`src/rtl/mips_state_dumper.sv`:
```
// Run controller and state-dump engine for the single-cycle MIPS core.
// Enables the core for RUN_CYCLES clocks, then streams every register-file
// word followed by every data-memory word over a valid/ready interface.
module mips_state_dumper #(
  parameter int unsigned RUN_CYCLES = 10,
  parameter int unsigned NUM_REGS   = 32,
  parameter int unsigned MEM_DEPTH  = 256,
  parameter int unsigned ADDR_W     = 8,
  parameter int unsigned DATA_W     = 32
) (
  input  logic              clock,
  input  logic              reset,
  input  logic              start,
  output logic              core_run,
  output logic [4:0]        reg_addr,
  input  logic [DATA_W-1:0] reg_rdata,
  output logic [ADDR_W-1:0] mem_addr,
  input  logic [DATA_W-1:0] mem_rdata,
  output logic              dump_valid,
  input  logic              dump_ready,
  output logic [DATA_W-1:0] dump_data,
  output logic [ADDR_W-1:0] dump_index,
  output logic              dump_is_mem,
  output logic              busy,
  output logic              done
);

  localparam int unsigned CNT_W    = (RUN_CYCLES < 1) ? 1 : $clog2(RUN_CYCLES + 1);
  localparam int unsigned IDX_W    = ((ADDR_W > 5) ? ADDR_W : 5) + 1;
  localparam int unsigned RUN_LAST = (RUN_CYCLES == 0) ? 0 : RUN_CYCLES - 1;

  typedef enum logic [2:0] {
    S_IDLE,
    S_RUN,
    S_DUMP_REG,
    S_DUMP_MEM,
    S_DONE
  } state_e;

  state_e              state_q, state_d;
  logic [CNT_W-1:0]    cnt_q, cnt_d;
  logic [IDX_W-1:0]    idx_q, idx_d;
  logic                core_run_q, core_run_d;
  logic [4:0]          reg_addr_q, reg_addr_d;
  logic [ADDR_W-1:0]   mem_addr_q, mem_addr_d;
  logic                dump_valid_q, dump_valid_d;
  logic [DATA_W-1:0]   dump_data_q, dump_data_d;
  logic [ADDR_W-1:0]   dump_index_q, dump_index_d;
  logic                dump_is_mem_q, dump_is_mem_d;
  logic                busy_q, busy_d;
  logic                done_q, done_d;
  logic                load;

  // Next-state, counters, dump payload and registered output decode.
  always_comb begin
    state_d       = state_q;
    cnt_d         = cnt_q;
    idx_d         = idx_q;
    dump_valid_d  = dump_valid_q;
    dump_data_d   = dump_data_q;
    dump_index_d  = dump_index_q;
    dump_is_mem_d = dump_is_mem_q;
    load          = !dump_valid_q || dump_ready;

    case (state_q)
      S_IDLE, S_DONE: begin
        if (start) begin
          cnt_d   = '0;
          idx_d   = '0;
          state_d = (RUN_CYCLES == 0) ? S_DUMP_REG : S_RUN;
        end
      end
      S_RUN: begin
        cnt_d = cnt_q + CNT_W'(1);
        if (cnt_q == CNT_W'(RUN_LAST)) begin
          state_d = S_DUMP_REG;
          idx_d   = '0;
        end
      end
      S_DUMP_REG: begin
        if (load) begin
          if (idx_q < IDX_W'(NUM_REGS)) begin
            dump_data_d   = reg_rdata;
            dump_index_d  = ADDR_W'(idx_q);
            dump_is_mem_d = 1'b0;
            dump_valid_d  = 1'b1;
            idx_d         = idx_q + IDX_W'(1);
          end else begin
            dump_valid_d = 1'b0;
            state_d      = S_DUMP_MEM;
            idx_d        = '0;
          end
        end
      end
      S_DUMP_MEM: begin
        if (load) begin
          if (idx_q < IDX_W'(MEM_DEPTH)) begin
            dump_data_d   = mem_rdata;
            dump_index_d  = ADDR_W'(idx_q);
            dump_is_mem_d = 1'b1;
            dump_valid_d  = 1'b1;
            idx_d         = idx_q + IDX_W'(1);
          end else begin
            dump_valid_d = 1'b0;
            state_d      = S_DONE;
          end
        end
      end
      default: state_d = S_IDLE;
    endcase

    // Outputs follow the next state so they change on the same edge.
    core_run_d = (state_d == S_RUN);
    busy_d     = (state_d == S_RUN) || (state_d == S_DUMP_REG) || (state_d == S_DUMP_MEM);
    done_d     = (state_d == S_DONE);
    reg_addr_d = (state_d == S_DUMP_REG) ? idx_d[4:0] : 5'd0;
    mem_addr_d = (state_d == S_DUMP_MEM) ? idx_d[ADDR_W-1:0] : '0;
  end

  // State and output registers; reset aborts any run or dump in progress.
  always_ff @(posedge clock or negedge reset) begin
    if (!reset) begin
      state_q       <= S_IDLE;
      cnt_q         <= '0;
      idx_q         <= '0;
      core_run_q    <= 1'b0;
      reg_addr_q    <= '0;
      mem_addr_q    <= '0;
      dump_valid_q  <= 1'b0;
      dump_data_q   <= '0;
      dump_index_q  <= '0;
      dump_is_mem_q <= 1'b0;
      busy_q        <= 1'b0;
      done_q        <= 1'b0;
    end else begin
      state_q       <= state_d;
      cnt_q         <= cnt_d;
      idx_q         <= idx_d;
      core_run_q    <= core_run_d;
      reg_addr_q    <= reg_addr_d;
      mem_addr_q    <= mem_addr_d;
      dump_valid_q  <= dump_valid_d;
      dump_data_q   <= dump_data_d;
      dump_index_q  <= dump_index_d;
      dump_is_mem_q <= dump_is_mem_d;
      busy_q        <= busy_d;
      done_q        <= done_d;
    end
  end

  assign core_run    = core_run_q;
  assign reg_addr    = reg_addr_q;
  assign mem_addr    = mem_addr_q;
  assign dump_valid  = dump_valid_q;
  assign dump_data   = dump_data_q;
  assign dump_index  = dump_index_q;
  assign dump_is_mem = dump_is_mem_q;
  assign busy        = busy_q;
  assign done        = done_q;

endmodule

```
`config.mk`:
```
export PLATFORM = sky130hd
export DESIGN_NAME = mips_state_dumper
export DESIGN_NICKNAME = d
export VERILOG_FILES = /design/src/rtl/mips_state_dumper.sv
export SDC_FILE = /design/constraint.sdc
export NUM_CORES = 1
export LEC_CHECK = 0
export ABC_AREA = 0
export BUFFER_PORTS_ARGS = -buffer_cell sky130_fd_sc_hd__buf_4
export CORE_MARGIN = 3
export CORE_UTILIZATION = 53
export DETAILED_ROUTE_END_ITERATION = 7
export PLACE_DENSITY = 0.88
export REMOVE_ABC_BUFFERS = 1
export SLEW_MARGIN = 20
export SYNTH_ARGS = -nofsm -noshare
export SYNTH_HDL_FRONTEND = slang
export SYNTH_SLANG_ARGS = --single-unit
```
`constraint.sdc`:
```
create_clock -name clock -period 4.75 [get_ports clock]
set_input_delay 0.95 -clock clock [delete_from_list [all_inputs] [get_ports clock]]
set_output_delay 0.95 -clock clock [all_outputs]
set_load 0.005 [all_outputs]
```
==> metrics.yaml <==
result_of_the_run: "complete, no violations"
mux_contribution_to_synthesized_area_pct: 0.615
hpwlAfterDp_um: 6410
p_leak_nw: 2.23
synth-seq-cells: 74
multi_input_area_sq_mm: 0.00146
worstSetupStartpoint: "idx_q[7]$_DFF_PN0_"
cp-end-kind: "flip-flop"
timing.final.crit_share_pct: 56.7
count_of_flip_flops_with_a_built_in_enable_after_synthesis: 0
synthToLayoutAreaGrowth_pct: 32.3
port_buffers: 125
first_iter_violations: 299
timing.setup.critical_path_class: "reg2reg"
antenna_cell_count: 0
clk_path_buf_depth: 2
post-cts-setup-buffer-count: 0
clock_power_share_pct: 19.4
post_cts.resized_instances: 0
grt_setup_unrepaired: "false"
synthSimpleGateAreaFrac_pct: 24.4
final_hold_viol_count: 0
achievable-frequency_ghz: 0.372
number_of_setup_violations_in_the_final_report: 0
vias_per_cell: 5.76
dominant_combinational_cell_family_by_area_after_synthesis: "simple AND/OR/NAND/NOR gates"
sequentialPowerShare_pct: 39.9
grt_start_max_net_pins: 82
totalWireLength_um: 9430
internal_power_mw: 1.59
floorplan.rows: 28
nFillCells: 450
power-per-cell-area_mw_per_mm2: 558
top_level_ports: 126
layout-drive-gt1-share_pct: 28.7
netlist_area_sq_mm: 0.00346
worst_ep_required_time_ns: 4.99
die_x_um: 86.8
synth_async_sr_flop_share_pct: 100
via_count: 3319
wl_per_cell_um: 16.4
globalRoute.totalOverflow: 0
insertion_delay_ns: 0.35
fin_worst_skew_ns: 0.0103
design.core.area_sq_mm: 0.00613
synth_xor_area_share_pct: 0
synthCells: 387
grt_pass1_vias: 3198
drt_pass1_iterations: 5
power.net_switching_mw: 0.959
synth_fa_ha_area_share_pct: 1.45
cts-htree-levels: 3
fin_crit_ns: 2.69
numnets_final: 568
vdd_ir_drop_max_mv: 0.326
die-height_um: 86.8
worst_hold_startpoint: "dump_index[6]$_DFFE_PN0P_"
ys.warnings.count: 0
ys_types: 46
synth_compound_area_share_pct: 15.8
critPathLaunchType: "flip-flop"
tritoncts_num_sinks: 74
finalWeightedCongestion: 0.856
clk_pin_slew_worst_paths_ns: 0.07
min_path_type: "reg2reg"
die-area_sq_mm: 0.00753
startpoint_of_the_worst_register_to_register_path: "idx_q[7]$_DFF_PN0_"
cts-buffers-inserted: 9
worstPathMaxFanout: 81
grt_antenna_before_repair: 0
grt_first_pass_wirelength_um: 15400
ctsRootBufferMaster: "sky130_fd_sc_hd__clkbuf_8"
tightest_slew_ns: 0.931
remaining_max_slew_budget_at_the_tightest_pin_pct: 37.9
tns_ns: 0
worst_ep_arrival_time_ns: 2.94
ctsHoldBuffers: 0
synthFlopType: "sky130_fd_sc_hd__dfrtp_1"
floorplan.initialDensity_pct: 56.4
synth.avg_cell_area_sq_um: 8.93
final-max-slew-violation-count: 0
ys_seq_area_share_pct: 53.6
cts_tree: "yes"
grt_usage_pct: 26.0
area.sequential_sq_mm: 0.00185
switching_share_pct: 37.6
design_power_total_mw: 2.55
post-route-util_pct: 74.6
maxCapViolCount: 0
route.detailed.drc: 0
pwr-share-comb_pct: 40.7
drt.antenna.violating_nets: 0
through the flow:
step / setup WS, ns / hold slack [ns] / std cells / instance area [sq um]
floorplan: 1.39 / 0.470 / 358 / 3330
global placement: 1.93 / 0.460 / 560 / 4370
detailed placement: 1.84 / 0.464 / 560 / 4370
CTS: 1.91 / 0.485 / 576 / 4570
global route: 1.85 / 0.512 / 576 / 4570
finish: 2.06 / 0.477 / 576 / 4570
worst max-delay path: stages (launching register included):
cell and delay, ns:
sky130_fd_sc_hd__dfrtp_1 0.45, sky130_fd_sc_hd__or4_1 0.75, sky130_fd_sc_hd__a211oi_4 0.25, sky130_fd_sc_hd__buf_4 0.61, sky130_fd_sc_hd__nand2_1 0.19, sky130_fd_sc_hd__a311oi_1 0.31
synthesized netlist by cell type (all sizes together) (3+ instances only):
master	count	area, sq um
nor2b	5	31.3
and3	3	18.8
a311oi	3	26.3
ha	4	50.1
nand2b	6	37.5
a22o	4	35.0
nor4	3	18.8
clkbuf	18	67.6
a31oi	39	244
inv	4	15.0
and2	3	18.8
buf	11	63.8
o21ai	5	25.0
nand3	15	75.1
dfrtp	74	1850
nor2	42	158
nor3	4	20.0
a21oi	11	55.1
nand2	102	383
layout by cell type (no fill, tap or decap), types with 3 or more instances in the layout:
cell                       instances
sky130_fd_sc_hd__nand3_1          15
sky130_fd_sc_hd__nand2_1         101
sky130_fd_sc_hd__ha_1              4
sky130_fd_sc_hd__and2_1            3
sky130_fd_sc_hd__nor2b_1           5
sky130_fd_sc_hd__o21ai_0           4
sky130_fd_sc_hd__buf_4           127
sky130_fd_sc_hd__dfrtp_1          74
sky130_fd_sc_hd__a21oi_1          11
sky130_fd_sc_hd__a31oi_1          39
sky130_fd_sc_hd__nand2b_1          6
sky130_fd_sc_hd__nor4_1            3
sky130_fd_sc_hd__clkbuf_8         11
sky130_fd_sc_hd__nor2_1           42
sky130_fd_sc_hd__clkbuf_1          3
sky130_fd_sc_hd__inv_1             4
sky130_fd_sc_hd__and3_1            3
sky130_fd_sc_hd__nor3_1            4
sky130_fd_sc_hd__a22o_1            4
sky130_fd_sc_hd__a311oi_1          3
power groups by stage:
stage / Sequential, mW / Clock [mW] / Combinational, mW
after floorplan: 1.01 / 0 / 0.535
after global routing: 1.05 / 0.534 / 1.16
final: 1.02 / 0.495 / 1.04
after detailed placement: 1.02 / 0 / 1.04
after global placement: 1.01 / 0 / 1.00
after CTS: 1.02 / 0.504 / 1.04
final cells by class:
class	count	share of cell area [%]
clock buffer	14	3.56
clock inverter	2	0.766
tap	75	2.05
timing repair buffer	127	20.8
multi-input combinational	280	32.0
inverter	4	0.328
sequential	74	40.5
state kept, by name, summed over array words and instances, names as in the netlist:
name,cells
dump_data,32
idx_q,9
dump_index,8
mem_addr,8
reg_addr,5
cnt_q,4
state_q,3
busy,1
core_run,1
done,1
dump_is_mem,1
dump_valid,1
kinds of logic after synthesis:
| logic type | count (synthesis) |
|---|---|
| buffers and inverters | 33 |
| multiplexers | 2 |
| adder cells (fa/ha/maj) | 4 |
| AND/OR/NAND/NOR | 194 |
| AO/OA/AOI/OAI | 80 |
| flip-flops | 74 |
path summary, 6_finish.rpt:
kind / endpoint / slack, ns / cells past startpoint
worst min-delay path: dump_index[6]$_DFFE_PN0P_ / 0.48 / 2
min in group asynchronous: dump_index[2]$_DFFE_PN0P_ / 0.74 / 1
worst max-delay path: mem_addr[4]$_DFF_PN0_ / 2.06 / 5
worst min register to register: dump_index[6]$_DFFE_PN0P_ / 0.48 / 2
worst max register to register: mem_addr[4]$_DFF_PN0_ / 2.06 / 5
max in group asynchronous: mem_addr[5]$_DFF_PN0_ / 3.40 / 1
layer usage:
metal,vias to the layer above,wire [um],global-route usage (%)
li1,1560,-,-
met5,-,0,0
met3,17,805,4.18
met4,0,187,11.0
met2,168,4600,42.4
met1,1574,3840,34.7
Power figures use the tool's default switching activity.
